## src/rtl/channel_scan_mux_if.sv

```systemverilog
// Bus bundle for channel_scan_mux: packed channel inputs, control, registered
// mux output and the per-lane demux copies.
interface channel_scan_mux_if #(
  parameter int WIDTH = 8,
  parameter int CH    = 4
);
  localparam int SEL_W = $clog2(CH);

  logic [CH*WIDTH-1:0] din;
  logic                mode;
  logic [SEL_W-1:0]    sel;
  logic                en;
  logic [WIDTH-1:0]    dout;
  logic [SEL_W-1:0]    ch_out;
  logic                valid;
  logic                frame_done;
  logic [CH*WIDTH-1:0] demux_out;
  logic [CH-1:0]       demux_valid;

  modport master (
    output din, mode, sel, en,
    input  dout, ch_out, valid, frame_done, demux_out, demux_valid
  );

  modport slave (
    input  din, mode, sel, en,
    output dout, ch_out, valid, frame_done, demux_out, demux_valid
  );
endinterface

```

## src/rtl/channel_scan_mux.sv

```systemverilog
// Channel mux with manual select or auto-scan (DWELL cycles per channel),
// registered output and a demux that keeps the last sample seen on each lane.
module channel_scan_mux #(
  parameter int WIDTH = 8,
  parameter int CH    = 4,
  parameter int DWELL = 4
) (
  input  logic               clk,
  input  logic               rst_n,
  channel_scan_mux_if.slave  bus
);
  localparam int SEL_W = $clog2(CH);
  localparam logic [7:0] DWELL_LAST = 8'(DWELL - 1);

  typedef enum logic {MANUAL, SCAN} state_t;

  state_t           state;
  logic [SEL_W-1:0] ptr;
  logic [7:0]       dwell;

  logic [SEL_W-1:0] scan_ch;
  logic [7:0]       scan_dwell;
  logic             dwell_last;
  logic             wrap;
  logic [SEL_W-1:0] cap_ch;
  logic [WIDTH-1:0] cap_data;

  // Entering SCAN starts from channel 0 with a fresh dwell on the same edge,
  // so the effective pointer/counter is zero whenever we are still in MANUAL.
  // NOTE: every always_comb output gets a value on every path; a missing
  // assignment would infer a latch.
  always_comb begin
    scan_ch    = (state == SCAN) ? ptr   : '0;
    scan_dwell = (state == SCAN) ? dwell : '0;
    dwell_last = (scan_dwell == DWELL_LAST);
    wrap       = bus.mode && bus.en && dwell_last && (scan_ch == SEL_W'(CH - 1));
    cap_ch     = bus.mode ? scan_ch : bus.sel;
    cap_data   = bus.din[int'(cap_ch)*WIDTH +: WIDTH];
  end

  // NOTE: sequential state uses non-blocking assignments only, so every
  // register samples pre-edge values regardless of statement order.
  always_ff @(posedge clk) begin
    if (!rst_n) begin
      state           <= MANUAL;
      ptr             <= '0;
      dwell           <= '0;
      bus.dout        <= '0;
      bus.ch_out      <= '0;
      bus.valid       <= 1'b0;
      bus.frame_done  <= 1'b0;
      // NOTE: the demux lane storage is cleared on reset because its contents
      // are architecturally visible, unlike a scratch memory.
      bus.demux_out   <= '0;
      bus.demux_valid <= '0;
    end else begin
      state           <= bus.mode ? SCAN : MANUAL;
      bus.valid       <= bus.en;
      bus.frame_done  <= wrap;
      bus.demux_valid <= '0;

      if (bus.mode) begin
        if (bus.en && dwell_last) begin
          dwell <= '0;
          ptr   <= scan_ch + SEL_W'(1);
        end else if (bus.en) begin
          dwell <= scan_dwell + 8'd1;
          ptr   <= scan_ch;
        end else begin
          dwell <= scan_dwell;
          ptr   <= scan_ch;
        end
      end else begin
        dwell <= '0;
        ptr   <= '0;
      end

      if (bus.en) begin
        bus.dout                                   <= cap_data;
        bus.ch_out                                 <= cap_ch;
        bus.demux_out[int'(cap_ch)*WIDTH +: WIDTH] <= cap_data;
        bus.demux_valid                            <= CH'(1) << cap_ch;
      end
    end
  end
endmodule

```

## src/flat_wrapper.sv

```systemverilog
// flat-port wrapper written by rule: the top's interface ports become plain ports
module channel_scan_mux_flat 
#(
  parameter int WIDTH = 8,
  parameter int CH    = 4,
  parameter int DWELL = 4
)
  (clk, rst_n, bus_din, bus_mode, bus_sel, bus_en, bus_dout, bus_ch_out, bus_valid, bus_frame_done, bus_demux_out, bus_demux_valid);
  channel_scan_mux_if #(.WIDTH(WIDTH), .CH(CH)) bus_i ();
  input  logic clk;
  input  logic rst_n;
  input wire logic [$bits(bus_i.din)-1:0] bus_din;
  input wire logic [$bits(bus_i.mode)-1:0] bus_mode;
  input wire logic [$bits(bus_i.sel)-1:0] bus_sel;
  input wire logic [$bits(bus_i.en)-1:0] bus_en;
  output wire logic [$bits(bus_i.dout)-1:0] bus_dout;
  output wire logic [$bits(bus_i.ch_out)-1:0] bus_ch_out;
  output wire logic [$bits(bus_i.valid)-1:0] bus_valid;
  output wire logic [$bits(bus_i.frame_done)-1:0] bus_frame_done;
  output wire logic [$bits(bus_i.demux_out)-1:0] bus_demux_out;
  output wire logic [$bits(bus_i.demux_valid)-1:0] bus_demux_valid;
  assign bus_i.din = bus_din;
  assign bus_i.mode = bus_mode;
  assign bus_i.sel = bus_sel;
  assign bus_i.en = bus_en;
  assign bus_dout = bus_i.dout;
  assign bus_ch_out = bus_i.ch_out;
  assign bus_valid = bus_i.valid;
  assign bus_frame_done = bus_i.frame_done;
  assign bus_demux_out = bus_i.demux_out;
  assign bus_demux_valid = bus_i.demux_valid;
  channel_scan_mux #(.WIDTH(WIDTH), .CH(CH), .DWELL(DWELL)) u_core (.clk(clk), .rst_n(rst_n), .bus(bus_i));
endmodule
```

## config.mk

```make
export PLATFORM = sky130hd
export DESIGN_NAME = channel_scan_mux_flat
export DESIGN_NICKNAME = d
export VERILOG_FILES = /design/src/rtl/channel_scan_mux_if.sv /design/src/rtl/channel_scan_mux.sv /design/src/flat_wrapper.sv
export SDC_FILE = /design/constraint.sdc
export NUM_CORES = 1
export LEC_CHECK = 0
export ABC_AREA = 1
export BUFFER_PORTS_ARGS = -buffer_cell sky130_fd_sc_hd__buf_2
export CORE_AREA = 2 2 70 138
export CTS_CLUSTER_SIZE = 14
export DETAILED_ROUTE_END_ITERATION = 10
export DIE_AREA = 0 0 72 140
export SETUP_SLACK_MARGIN = 0.4
export SLEW_MARGIN = 10
export SYNTH_ARGS = -nofsm -noshare
export SYNTH_HDL_FRONTEND = slang
export SYNTH_SLANG_ARGS = --single-unit
```

## constraint.sdc

```tcl
create_clock -name clk -period 2.1 [get_ports clk]
set_input_delay 0.105 -clock clk [delete_from_list [all_inputs] [get_ports clk]]
set_output_delay 0.105 -clock clk [all_outputs]
set_load 0.005 [all_outputs]
```

==> impl_metrics.csv, run 1 <==
group,metric,value,unit
cts,clockRootBuffer,"clkbuf_16",
floorplanning,die_h,140,um
sta,fmax,626,MHz
synth,yosys.cell_types.count,22,
cts,cts_tree,"done",
setup_path,worstPathMaxFanout,11,
place,dp_slack,163,ps
sta,fin_skew,5.35,ps
sta,tightest_slew,400,ps
sta,finalWorstSetupSlack,501,ps
routing,first_pass_iters,5,
hold_path,hp-class,"in -> reg",
place,hpwl,6.63,mm
setup_path,cp_data_required_time,2360,ps
final_layout,final_cells,573,
job,maxCapViolations,0,
synth,ys_warn_count,0,
grt,grt_max_degree,33,
sta,slew_viol_final,0,
routing,drc,0,
routing,drt_wl_total,8.69,mm
synth,ys_ff_latch,59,
grt,grt_pass1_wl,13.5,mm
final_layout,areaGrowthSynthToFinish,35.2,%
floorplanning,design.core.area,0.00901,mm2
routing,via_per_inst,4.95,
cts,path_clk_slew,50,ps
final_layout,insertedDiodeCount,0,
grt,grt_pass1_vias,2815,
floorplanning,pin_count,86,
floorplanning,initial_core_util,29.4,%
setup_path,criticalPathCategory,"reg -> reg",
place,dpl.cell_count,554,
setup_path,cpLargestDelayFamily,"simple AND/OR/NAND/NOR gates",
sta,period_share,76.1,%
sta,tns,0,ps
place,dpl-instance-area,0.00318,mm2
setup_path,crit_chain,"buf_4, nand3_2, nand2_2, nand3_4, nor2_4, nand3_1, a21oi_1",
setup_path,worst_setup_path_start_kind,"register",
setup_path,slowest_delay,380,ps
cts,holdBufCountCts,0,
grt,antenna_found_initial,0,
place,gp_congestion,0.869,
sta,finalHoldViolations,0,
floorplanning,fp.dieW,72,um
outcome,outcome,"finished, final reports clean",
final_layout,fill_cells,971,
sta,rsz0062_at_grt,"true",
grt,grt_use_total,17.7,%
synth,syn_inst,374,
routing,vias,2836,
synth,synth_fp_nets,414,
floorplanning,num_rows,49,
grt,gr-total-overflow,0,
sta,max-slew-margin-rel,73.3,%
routing,avgRoutedWirePerCell,15.2,um
cts,clk_latency,330,ps
synth,yosysSeqAreaShare,44.5,%
setup_path,end_kind,"register",
cts,clock_path_buffers,2,
setup_path,path_buf_inv,1,
synth,synth_area,0.00265,mm2
place,portBuffers,85,
final_layout,design_area,0.00358,mm2
cts,cts_buffers,9,
final_layout,nNetsFinal,507,
sta,period_minus_slack,1600,ps
floorplanning,dieArea,0.0101,mm2
pwr,max-vdd-ir-drop,0.344,mV
routing,ant_nets,0,
synth,avgSynthCellArea,7.09,um2
pwr,p_leak,1.75,nW
sta,finalSetupViolCount,0,
cts,clock_sinks,59,
setup_path,cp.arrival,1860,ps
pwr,power_density,797,mW/mm2
cts,cts_max_level,3,
routing,drt-initial-drc-count,164,
setup_path,cpMaxStageDelayCell,"dfxtp_4",
final_layout,drive_gt1_share,29.3,%
final timing paths:
check	start	endpoint	slack [ps]	depth (start not counted)
worst min-delay path	bus_din[0]	u_core.bus.demux_out[0]$_SDFFE_PN0P_	150	5
worst max-delay path	u_core.state$_SDFF_PN0_	u_core.bus.demux_out[8]$_SDFFE_PN0P_	500	7
worst max register to register	u_core.state$_SDFF_PN0_	u_core.bus.demux_out[8]$_SDFFE_PN0P_	500	7
worst min register to register	u_core.bus.demux_out[27]$_SDFFE_PN0P_	u_core.bus.demux_out[27]$_SDFFE_PN0P_	470	2
per-layer routing:
layer	vias up	GRT usage, %	wire length (um)
li1	1413	-	-
met1	1278	18.2	3230
met2	117	31.1	4590
met3	28	4.24	497
met4	0	11.2	361
met5	-	0	0
flip-flops by register name (all words and copies together), names as in the netlist:
signal and flops:
u_core.bus.ch_out 2, u_core.bus.demux_valid 4, u_core.bus.frame_done 1, u_core.state 1, u_core.bus.valid 1, u_core.bus.demux_out 32
u_core.dwell 8, u_core.ptr 2, u_core.bus.dout 8
layout by cell type (no fill, tap or decap), types with 3 or more instances in the layout:
cell / Yosys / layout
buf_2: 4 / 85
nand2_4: 0 / 3
inv_1: 33 / 31
nor2_1: 22 / 21
a21oi_1: 31 / 30
clkbuf_8: 0 / 3
clkinv_2: 1 / 3
o21ai_0: 19 / 19
dfxtp_1: 59 / 57
inv_2: 1 / 3
nand3_1: 80 / 79
nor3_1: 4 / 3
nand2_2: 7 / 7
buf_4: 3 / 10
clkbuf_16: 0 / 9
nor2_4: 3 / 3
nand2_1: 93 / 88
kinds of logic (layout without fill, tap and decap cells):
family	Yosys count	in the layout	synth area share, %
and+or+nand+nor	214	214	37.0
adders and majority gates	2	2	0.944
xor gates and xnor gates	1	1	0.330
AOI/OAI and AO/OA	50	50	9.44
DFF	59	59	44.5
buffers and inverters	48	145	7.74
power by group:
group	total, mW	switching (mW)	internal [mW]
sequential	1.18	0.0188	1.16
clock	1.36	0.480	0.882
combinational	0.316	0.200	0.116
final cells by class:
type	count	area, um2	share of cell area, %
clock inverter	2	10.0	0.279
tap	102	128	3.56
timing repair buffer	95	500	14.0
clock buffer	13	270	7.54
multi-input combinational	267	1360	37.8
inverter	35	133	3.70
sequential	59	1190	33.1
cells in the mapped netlist:
master	n	area (um2)
dfxtp_1	59	1180
nor2_4	3	33.8
a21oi_1	31	155
xor2_1	1	8.76
nor3_1	4	20.0
nand4_1	1	6.26
inv_2	1	3.75
ha_1	2	25.0
clkbuf_1	5	18.8
nor3b_1	1	7.51
nand3_1	80	400
nand3_4	1	17.5
nor2_1	22	82.6
buf_4	3	22.5
o21ai_0	19	95.1
buf_6	1	11.3
clkinv_2	1	5.00
inv_1	33	124
nand2_1	93	349
buf_2	4	20.0
nand3_2	2	20.0
nand2_2	7	43.8
per-stage QoR:
step	utilization [%]	total power, mW	hold WS [ps]
final	39.8	2.85	153
after global routing	39.8	2.96	185
after CTS	38.7	2.86	141
after detailed placement	35.3	1.49	456
after global placement	35.3	1.49	454
after floorplan	-	1.36	272
worst reg2reg max path, cell delays in order (launching register included):
cell,delay (ps)
dfxtp_4,380
buf_4,120
nand3_2,70
nand2_2,240
nand3_4,200
nor2_4,240
nand3_1,140
a21oi_1,140
what timing repair did:
item	CTS	global route
resized for setup	6	14
setup buffers	0	4
pin swaps	0	3
endpoints found under the setup margin	42	40
Note: power is estimated with default switching activity, not from simulation.
==> run 2, diff against run 1 <==
- clock period: 2.1 -> 1.4 ns (I/O delays scaled with it)
==> impl_metrics.csv, run 2 (synthesis gave the netlist of run 1 again) <==
group,metric,value,unit
sta,fmax,661,MHz
place,dpl-instance-area,0.00337,mm2
final_layout,nNetsFinal,534,
cts,clock_sinks,59,
grt,use_met3,3.67,%
final_layout,final_common_cell,"buf_2",
final_layout,regMostFlops,"u_core.bus.demux_out",
grt,grt_pass1_wl,14.9,mm
routing,vias,3079,
floorplanning,pin_count,86,
sta,finalWorstSetupSlack,-112,ps
pwr,p_leak,2.11,nW
cts,clockRootBuffer,"clkbuf_16",
cts,path_clk_slew,50,ps
floorplanning,die_h,140,um
pwr,p_total,4.73,mW
routing,via_per_inst,5.12,
grt,grt_max_degree,33,
place,gp_congestion,0.831,
final_layout,layout_common_cells,"buf_2 (85), nand2_1 (58), dfxtp_1 (56)",
job,maxCapViolations,0,
routing,avgRoutedWirePerCell,17.1,um
outcome,failed_checks,"setup timing",
sta,finalHoldViolations,0,
sta,tightest_slew,373,ps
grt,global_route.usage.met1,19.3,%
setup_path,worst_setup_path_start_kind,"register",
place,dp_slack,-110,ps
setup_path,cpMaxStageDelayCell,"dfxtp_4",
sta,period_share,108,%
grt,grtUsageMet2,36.0,%
final_layout,final_cells,601,
sta,fin_skew,4.06,ps
setup_path,crit_chain,"nand2_4, nand2_4, nand2_4, ha_4, inv_6, nor2_4, nand3_2, a21oi_2",
setup_path,criticalPathCategory,"reg -> reg",
setup_path,end_kind,"register",
pwr,power_density,1030,mW/mm2
final_layout,top_regs,"u_core.bus.demux_out x32, u_core.bus.dout x8, u_core.dwell x8",
cts,cts_buffers,9,
routing,first_pass_iters,4,
routing,drt-initial-drc-count,123,
routing,drc,0,
sta,max-slew-margin-rel,75.2,%
floorplanning,design.core.area,0.00901,mm2
sta,slew_viol_final,0,
sta,rsz0062_at_grt,"true",
floorplanning,dieArea,0.0101,mm2
setup_path,cp.arrival,1770,ps
cts,cts_tree,"done",
pwr,max-vdd-ir-drop,0.624,mV
floorplanning,initial_core_util,29.4,%
floorplanning,num_rows,49,
cts,holdBufCountCts,0,
place,hpwl,6.87,mm
cts,clk_latency,330,ps
outcome,outcome,"complete, but fails checks",
cts,cts_max_level,3,
hold_path,hp-class,"in -> reg",
sta,finalSetupViolCount,37,
final_layout,areaGrowthSynthToFinish,73.9,%
setup_path,path_common_cell,"nand2_4",
sta,hold_slack,75.4,ps
setup_path,cp_data_required_time,1660,ps
grt,grt_pass1_vias,3055,
place,portBuffers,85,
routing,drt_wl_total,10.3,mm
grt,gr-total-overflow,0,
final_layout,insertedDiodeCount,0,
grt,gr-max-usage-layer,"met2",
cts,clock_path_buffers,2,
routing,ant_nets,0,
grt,antenna_found_initial,0,
final_layout,design_area,0.00461,mm2
final_layout,drive_gt1_share,56.9,%
setup_path,worstPathMaxFanout,8,
setup_path,slowest_delay,400,ps
grt,grt_use_total,19.3,%
floorplanning,fp.dieW,72,um
final_layout,largest_register_ffs,32,
sta,period_minus_slack,1510,ps
place,dpl.cell_count,573,
==> run 2: changes by cell type in the layout (fill, tap and decap cells not counted), sizes merged <==
| cell | previous run | this run |
|---|---|---|
| clkinv | 3 | 5 |
| clkinvlp | 0 | 3 |
| bufinv | 0 | 1 |
| buf | 95 | 121 |
| nor2 | 25 | 26 |
| inv | 34 | 33 |
| clkbuf | 13 | 9 |
==> run 2: timing repair <==
item / CTS / global route
setup endpoints to repair: 57 / 57
endpoints found under the hold margin: 0 / 0
cloned: 1 / 0
pin swaps: 12 / 46
setup buffers: 7 / 4
gates resized for setup: 66 / 129
==> run 2: area by class of cell <==
cell class	instances	area, um2
fillers	812	4400
multi-input cells	268	2080
flip-flops and latches	59	1190
repair buffers	121	773
clock buffers	9	225
inverters	35	143
well taps	102	128
clock inverters	7	78.8
==> run 2: critical path, delay by kind of cell, from the launching register on <==
| family | cells | cell delay (ps) |
|---|---|---|
| and+or+nand+nor | 5 | 520 |
| DFF | 1 | 400 |
| adders and majority gates | 1 | 320 |
| AOI/OAI and AO/OA | 1 | 150 |
| buffers and inverters | 1 | 60 |
==> run 2: per-layer routing <==
metal  part of all wire (%)  wire length (um)
met1                     33              3350
met2                     58              5990
met3                    4.9               505
met4                    4.1               416
met5                      0                 0
==> run 2: power by group <==
group          total (mW)  internal (mW)  switching [mW]
clock                2.20           1.38           0.818
sequential           1.77           1.73          0.0344
combinational       0.756          0.297           0.459
==> run 2: stage by stage <==
stage / setup TNS (ps) / util, %
floorplan: -1650 / -
global placement: -1380 / 37.4
detailed placement: -2710 / 37.4
CTS: -961 / 44.3
global route: -5290 / 51.2
finish: -2000 / 51.2
==> run 2: final timing paths <==
| kind | startpoint | to | slack [ps] | cells after the start |
|---|---|---|---|---|
| worst max-delay path | u_core.state$_SDFF_PN0_ | u_core.bus.demux_out[31]$_SDFFE_PN0P_ | -110 | 8 |
| worst min-delay path | bus_mode | u_core.ptr[1]$_SDFF_PN0_ | 80 | 3 |
| worst max register to register | u_core.state$_SDFF_PN0_ | u_core.bus.demux_out[31]$_SDFFE_PN0P_ | -110 | 8 |
| worst min register to register | u_core.bus.demux_out[9]$_SDFFE_PN0P_ | u_core.bus.demux_out[9]$_SDFFE_PN0P_ | 460 | 2 |
